File: config.mk
export PLATFORM = sky130hd
export DESIGN_NAME = cnt1_arbiter
export DESIGN_NICKNAME = d
export VERILOG_FILES = /design/src/rtl/cnt1_arbiter.sv
export SDC_FILE = /design/constraint.sdc
export NUM_CORES = 1
export LEC_CHECK = 0
export ABC_AREA = 1
export CAP_MARGIN = 20
export CORE_AREA = 8 8 600 602
export DETAILED_ROUTE_END_ITERATION = 8
export DIE_AREA = 0 0 608 610
export SLEW_MARGIN = 20
export SYNTH_ARGS = -nofsm -noshare
export SYNTH_HDL_FRONTEND = slang
export SYNTH_SLANG_ARGS = --single-unit
export TNS_END_PERCENT = 10
File: constraint.sdc
create_clock -name clk -period 2.06 [get_ports clk]
set_clock_uncertainty 0.05 [all_clocks]
set_input_delay 0.206 -clock clk [delete_from_list [all_inputs] [get_ports clk]]
set_output_delay 0.206 -clock clk [all_outputs]
set_load 0.005 [all_outputs]
File: src/rtl/cnt1_arbiter.sv
// cnt1_arbiter: shares one popcount (cnt1) datapath between a reference
// source (S0) and a query source (S1). Whole vectors of SUB_VECTOR_NO words
// are granted round-robin at vector boundaries. The owner of each forwarded
// vector is queued in an in-order tag FIFO, and completed weights are routed
// back to that owner.
// Optional build macro CNT1_ARB_STATS_EN adds per-source vector counters and
// a FIFO occupancy high-water mark.
module cnt1_arbiter #(
   parameter int BUS_WIDTH       = 512,
   parameter int SUB_VECTOR_NO   = 2,
   parameter int CNT_WIDTH       = 10,
   parameter int TAG_DEPTH       = 8,
   parameter int WORD_CNTR_WIDTH = $clog2(SUB_VECTOR_NO+1)
) (
   input  logic                 clk,
   input  logic                 rst,
   input  logic [BUS_WIDTH-1:0] i_S0Vector,
   input  logic                 i_S0Valid,
   output logic                 o_S0Ready,
   input  logic [BUS_WIDTH-1:0] i_S1Vector,
   input  logic                 i_S1Valid,
   output logic                 o_S1Ready,
   output logic [BUS_WIDTH-1:0] o_Vector,
   output logic                 o_Valid,
   input  logic [CNT_WIDTH-1:0] i_Cnt,
   input  logic                 i_CntDone,
   output logic [CNT_WIDTH-1:0] o_S0Cnt,
   output logic                 o_S0CntValid,
   output logic [CNT_WIDTH-1:0] o_S1Cnt,
   output logic                 o_S1CntValid,
`ifdef CNT1_ARB_STATS_EN
   output logic [31:0]          o_S0VecCnt,
   output logic [31:0]          o_S1VecCnt,
   output logic [$clog2(TAG_DEPTH+1)-1:0] o_MaxInflight,
`endif
   output logic                 o_TagErr
);

   localparam logic [0:0] IDLE  = 1'b0;
   localparam logic [0:0] BURST = 1'b1;

   localparam int PTR_W = (TAG_DEPTH > 1) ? $clog2(TAG_DEPTH) : 1;
   localparam int OCC_W = $clog2(TAG_DEPTH+1);

   localparam logic [WORD_CNTR_WIDTH-1:0] LAST_WORD = WORD_CNTR_WIDTH'(SUB_VECTOR_NO-1);
   localparam logic [WORD_CNTR_WIDTH-1:0] WC_ONE    = WORD_CNTR_WIDTH'(1);
   localparam logic [OCC_W-1:0]           DEPTH_C   = OCC_W'(TAG_DEPTH);
   localparam logic [PTR_W-1:0]           PTR_LAST  = PTR_W'(TAG_DEPTH-1);
   localparam logic [PTR_W-1:0]           PTR_ONE   = PTR_W'(1);

   logic [0:0]                 state;
   logic                       gnt_id;     // 0 = S0, 1 = S1
   logic                       rr_ptr;     // preferred source on a tie
   logic [WORD_CNTR_WIDTH-1:0] word_cnt;

   logic [TAG_DEPTH-1:0]       tag_mem;
   logic [PTR_W-1:0]           wr_ptr, rd_ptr;
   logic [OCC_W-1:0]           occ, occ_after_pop, occ_nxt;

   logic acc, last_acc, push, pop, grant, grant_id, head_id;

   // Ready depends only on registered state, so it never combinationally
   // follows the requesters' Valid.
   assign o_S0Ready = (state == BURST) && !gnt_id;
   assign o_S1Ready = (state == BURST) &&  gnt_id;

   assign acc      = (o_S0Ready && i_S0Valid) || (o_S1Ready && i_S1Valid);
   assign last_acc = acc && (word_cnt == LAST_WORD);
   assign push     = last_acc;
   assign pop      = i_CntDone && (occ != '0);
   assign head_id  = tag_mem[rd_ptr];

   // A pop in the same cycle frees a slot for the grant being decided now.
   assign occ_after_pop = occ - OCC_W'(pop);
   assign occ_nxt       = occ_after_pop + OCC_W'(push);
   assign grant    = (state == IDLE) && (i_S0Valid || i_S1Valid) && (occ_after_pop < DEPTH_C);
   assign grant_id = (i_S0Valid && i_S1Valid) ? rr_ptr : i_S1Valid;

   // Grant FSM: pick a source in IDLE, stream one whole vector in BURST.
   always_ff @(posedge clk) begin
      if (rst) begin
         state    <= IDLE;
         gnt_id   <= 1'b0;
         rr_ptr   <= 1'b0;
         word_cnt <= '0;
      end else begin
         case (state)
            IDLE: begin
               if (grant) begin
                  state  <= BURST;
                  gnt_id <= grant_id;
               end
            end
            BURST: begin
               if (acc) begin
                  if (word_cnt == LAST_WORD) begin
                     word_cnt <= '0;
                     rr_ptr   <= ~gnt_id;
                     state    <= IDLE;
                  end else begin
                     word_cnt <= word_cnt + WC_ONE;
                  end
               end
            end
            default: state <= IDLE;
         endcase
      end
   end

   // Tag FIFO: owner of every completed vector, oldest at rd_ptr.
   always_ff @(posedge clk) begin
      if (rst) begin
         tag_mem <= '0;
         wr_ptr  <= '0;
         rd_ptr  <= '0;
         occ     <= '0;
      end else begin
         if (push) begin
            tag_mem[wr_ptr] <= gnt_id;
            wr_ptr          <= (wr_ptr == PTR_LAST) ? '0 : wr_ptr + PTR_ONE;
         end
         if (pop)
            rd_ptr <= (rd_ptr == PTR_LAST) ? '0 : rd_ptr + PTR_ONE;
         occ <= occ_nxt;
      end
   end

   // Forward path: registered copy of each accepted word; data holds on bubbles.
   always_ff @(posedge clk) begin
      if (rst) begin
         o_Valid  <= 1'b0;
         o_Vector <= '0;
      end else begin
         o_Valid <= acc;
         if (acc)
            o_Vector <= gnt_id ? i_S1Vector : i_S0Vector;
      end
   end

   // Return path: steer the finished weight to the owner at the FIFO head.
   always_ff @(posedge clk) begin
      if (rst) begin
         o_S0Cnt      <= '0;
         o_S1Cnt      <= '0;
         o_S0CntValid <= 1'b0;
         o_S1CntValid <= 1'b0;
         o_TagErr     <= 1'b0;
      end else begin
         o_S0CntValid <= pop && !head_id;
         o_S1CntValid <= pop &&  head_id;
         if (pop && !head_id) o_S0Cnt <= i_Cnt;
         if (pop &&  head_id) o_S1Cnt <= i_Cnt;
         if (i_CntDone && (occ == '0))
            o_TagErr <= 1'b1;
      end
   end

`ifdef CNT1_ARB_STATS_EN
   // Per-source completed-vector counts and FIFO occupancy high-water mark.
   always_ff @(posedge clk) begin
      if (rst) begin
         o_S0VecCnt    <= '0;
         o_S1VecCnt    <= '0;
         o_MaxInflight <= '0;
      end else begin
         if (push && !gnt_id) o_S0VecCnt <= o_S0VecCnt + 32'd1;
         if (push &&  gnt_id) o_S1VecCnt <= o_S1VecCnt + 32'd1;
         if (occ_nxt > o_MaxInflight) o_MaxInflight <= occ_nxt;
      end
   end
`endif

endmodule

==> run metrics <==
status=finished clean; fin nets=6686; CTS Buffer Depth=4; CP max stage delay=between 500 and 600 ps; top post-synthesis cells by area=dfxtp_1, nand2_1, a31oi_1; post-synth top area share=between 40% and 50%; Die Width=about 610 um; CP max-delay cell=clkdlybuf4s50_1; pin count of the biggest net entering global routing=between 100 and 150; initial antenna violation count=~220; Net Count, Synth=roughly 4200; Via density=3.49; P_leak=0.0223 uW; Mapped Area=between 20000 and 25000 um^2; post-synth cell types=25; met2 WL=between 100 and 150 mm; Metal-1 WL=roughly 120 mm; Detail Placement HPWL=between 200 and 300 mm; Routed wire per std cell=around 32 um; HP Class=in -> reg; max-capacitance violation count=0; final worst-path cycle share=a little over nine tenths; dominant cell type by area after synthesis=dfxtp_1; critical path, cell by cell=clkdlybuf4s50_1; unrepaired setup endpoints after global routing=yes; Worst Max-Slew Pin Slew=~860 ps; IO Count=1577; total number of vias=~36000; overall power=63900 uW; DRT antenna net count=0; CTS buffer count=81; Mapped Avg Cell Area=about 7.4 um^2; Seq/Total Area, Yosys=48.0%; htree depth=3; core region area=between 300000 and 400000 um^2; Power Density=between 1000 and 1500 nW/um^2; top layer in use=met5; Placement Rows=~220; Crit Path Class=reg -> out; Final Max Tran Viols=0; setup bufs post-CTS=0; residual DRC count=0; 1st-iter DRT viols=3415; clk slew on worst S/H paths=~60 ps; WL final=331 mm; Largest delay share family, worst path=buffers and inverters; yosys warns=0; Fin Setup TNS=0 ps; root buffer selected by CTS=clkbuf_16; area delta synth->final=146%; layout cells sized above 1=slightly below 7%; drt pass-1 iters=6; Clock Latency Late Sink=870 ps; post-layout min period=just over 2000 ps; Seq cells post-synth=559; number of global-route vias before repair=35600; Post-Syn Instances=3164; Worst Path Buf+Inv=1; routed wl met3=between 40 and 50 mm; Worst VDD drop=between 0.0007 and 0.0008 V; Hold Fails Final Rpt=0; IO Port Bufs=1576; Die H=610 um; final setup vio count=0; CTS tree=built; first-pass GRT wire length=approximately 400 mm; fmax=between 400 and 500 MHz; All-Layer GR Usage=16.9%; Crit. End Element=output port; gpl congestion=0.923; GRT Residual Overflow=0; Slew HR=42.9%; Arr. time, crit path=approximately 1800 ps; Initial Utilization=6.65%; # clock sinks=between 500 and 600; Startpoint Class=flip-flop; die area=approximately 370000 um^2; worst-path fanout max=2; Worst EP required=1800 ps
==> synthesized netlist by cell type (all sizes together) <==
master	number
inv	62
ha	8
a31oi	512
a21oi	29
nor3b	1
o21ai	522
dfxtp	559
xnor2	1
nand3	27
buf	129
a21boi	1
nand4	11
clkbuf	168
xor2	1
nand2	1092
nor2	41
==> area by class of cell <==
class | count | area, um^2
multi-input combinational | 2246 | 10600
antenna | 91 | 228
clock buffer | 117 | 2310
sequential | 559 | 11200
fill | 39300 | 293000
clock inverter | 25 | 334
tap | 4620 | 5780
inverter | 62 | 248
timing repair buffer | 2689 | 26600
==> cells by family after synthesis <==
group	share of synthesized area, %
AOI/OAI and AO/OA	25.6
xor gates and xnor gates	0.0751
adders and majority gates	0.429
buffers and inverters	6.67
DFF	48.0
and+or+nand+nor	19.3
==> layout by cell type (no fill, tap or decap), types with 3 or more instances in the layout <==
master / count
o21ai_1: 98
a21oi_1: 29
o21ai_0: 424
buf_12: 41
nand4_1: 11
clkdlybuf4s15_2: 31
bufinv_16: 5
clkdlybuf4s15_1: 34
a31oi_1: 512
dfxtp_2: 6
nand2_1: 1089
clkinv_2: 6
clkinv_4: 5
clkbuf_1: 22
diode_2: 91
nor2_1: 38
nand3_1: 27
clkdlybuf4s50_1: 1146
inv_1: 59
dlygate4sd2_1: 256
clkbuf_16: 82
ha_1: 8
clkinvlp_4: 4
dlymetal6s2s_1: 3
dfxtp_1: 551
clkbuf_8: 13
buf_4: 177
clkbuf_2: 6
dlygate4sd3_1: 992
==> where the power goes <==
part	internal [uW]	total, uW	switching [uW]
logic	11400	32500	21100
registers	14400	16700	2380
clock network	8450	14700	6220
==> what timing repair did <==
item,in CTS,in global routing
resized for setup,432,18
pin swaps,0,0
setup endpoints to repair,333,29
hold buffers,992,0
endpoints found under the hold margin,522,0
==> worst paths after layout <==
path                                      start            end  slack, ps  cells after the start
worst min-delay path            i_S1Vector[245]  o_Vector[245]         60                      3
worst max register to register            state  o_Vector[181]         60                      9
worst min register to register      word_cnt[1]    word_cnt[1]        380                      2
worst max-delay path              o_Vector[295]  o_Vector[295]         30                      1
==> state kept, by name (all words and copies together), names as in the netlist, 2 cells and up <==
name	flops
o_Vector	512
word_cnt	2
tag_mem	8
o_S1Cnt	10
rd_ptr	3
wr_ptr	3
occ	4
o_S0Cnt	10
==> stage by stage <==
stage	util [%]	hold WS [ps]	setup slack [ps]	instances	instance area, um^2
after CTS	16.3	0.555	-7.08	10300	57100
final	16.3	63.8	30.7	10400	57300
after global routing	16.3	17.3	-34.9	10400	57200
after detailed placement	12.8	369	-16.6	9184	44800
after global placement	12.8	366	-3.86	9184	44800
after floorplan	-	316	31.3	3164	23300
==> layer usage <==
layer / up-vias / track usage, %
met4: 132 / 8.22
met3: 682 / 9.04
met1: 17200 / 18.0
met2: 2271 / 27.4
met5: - / 0
li1: 16000 / -
Power figures use the tool's default switching activity.
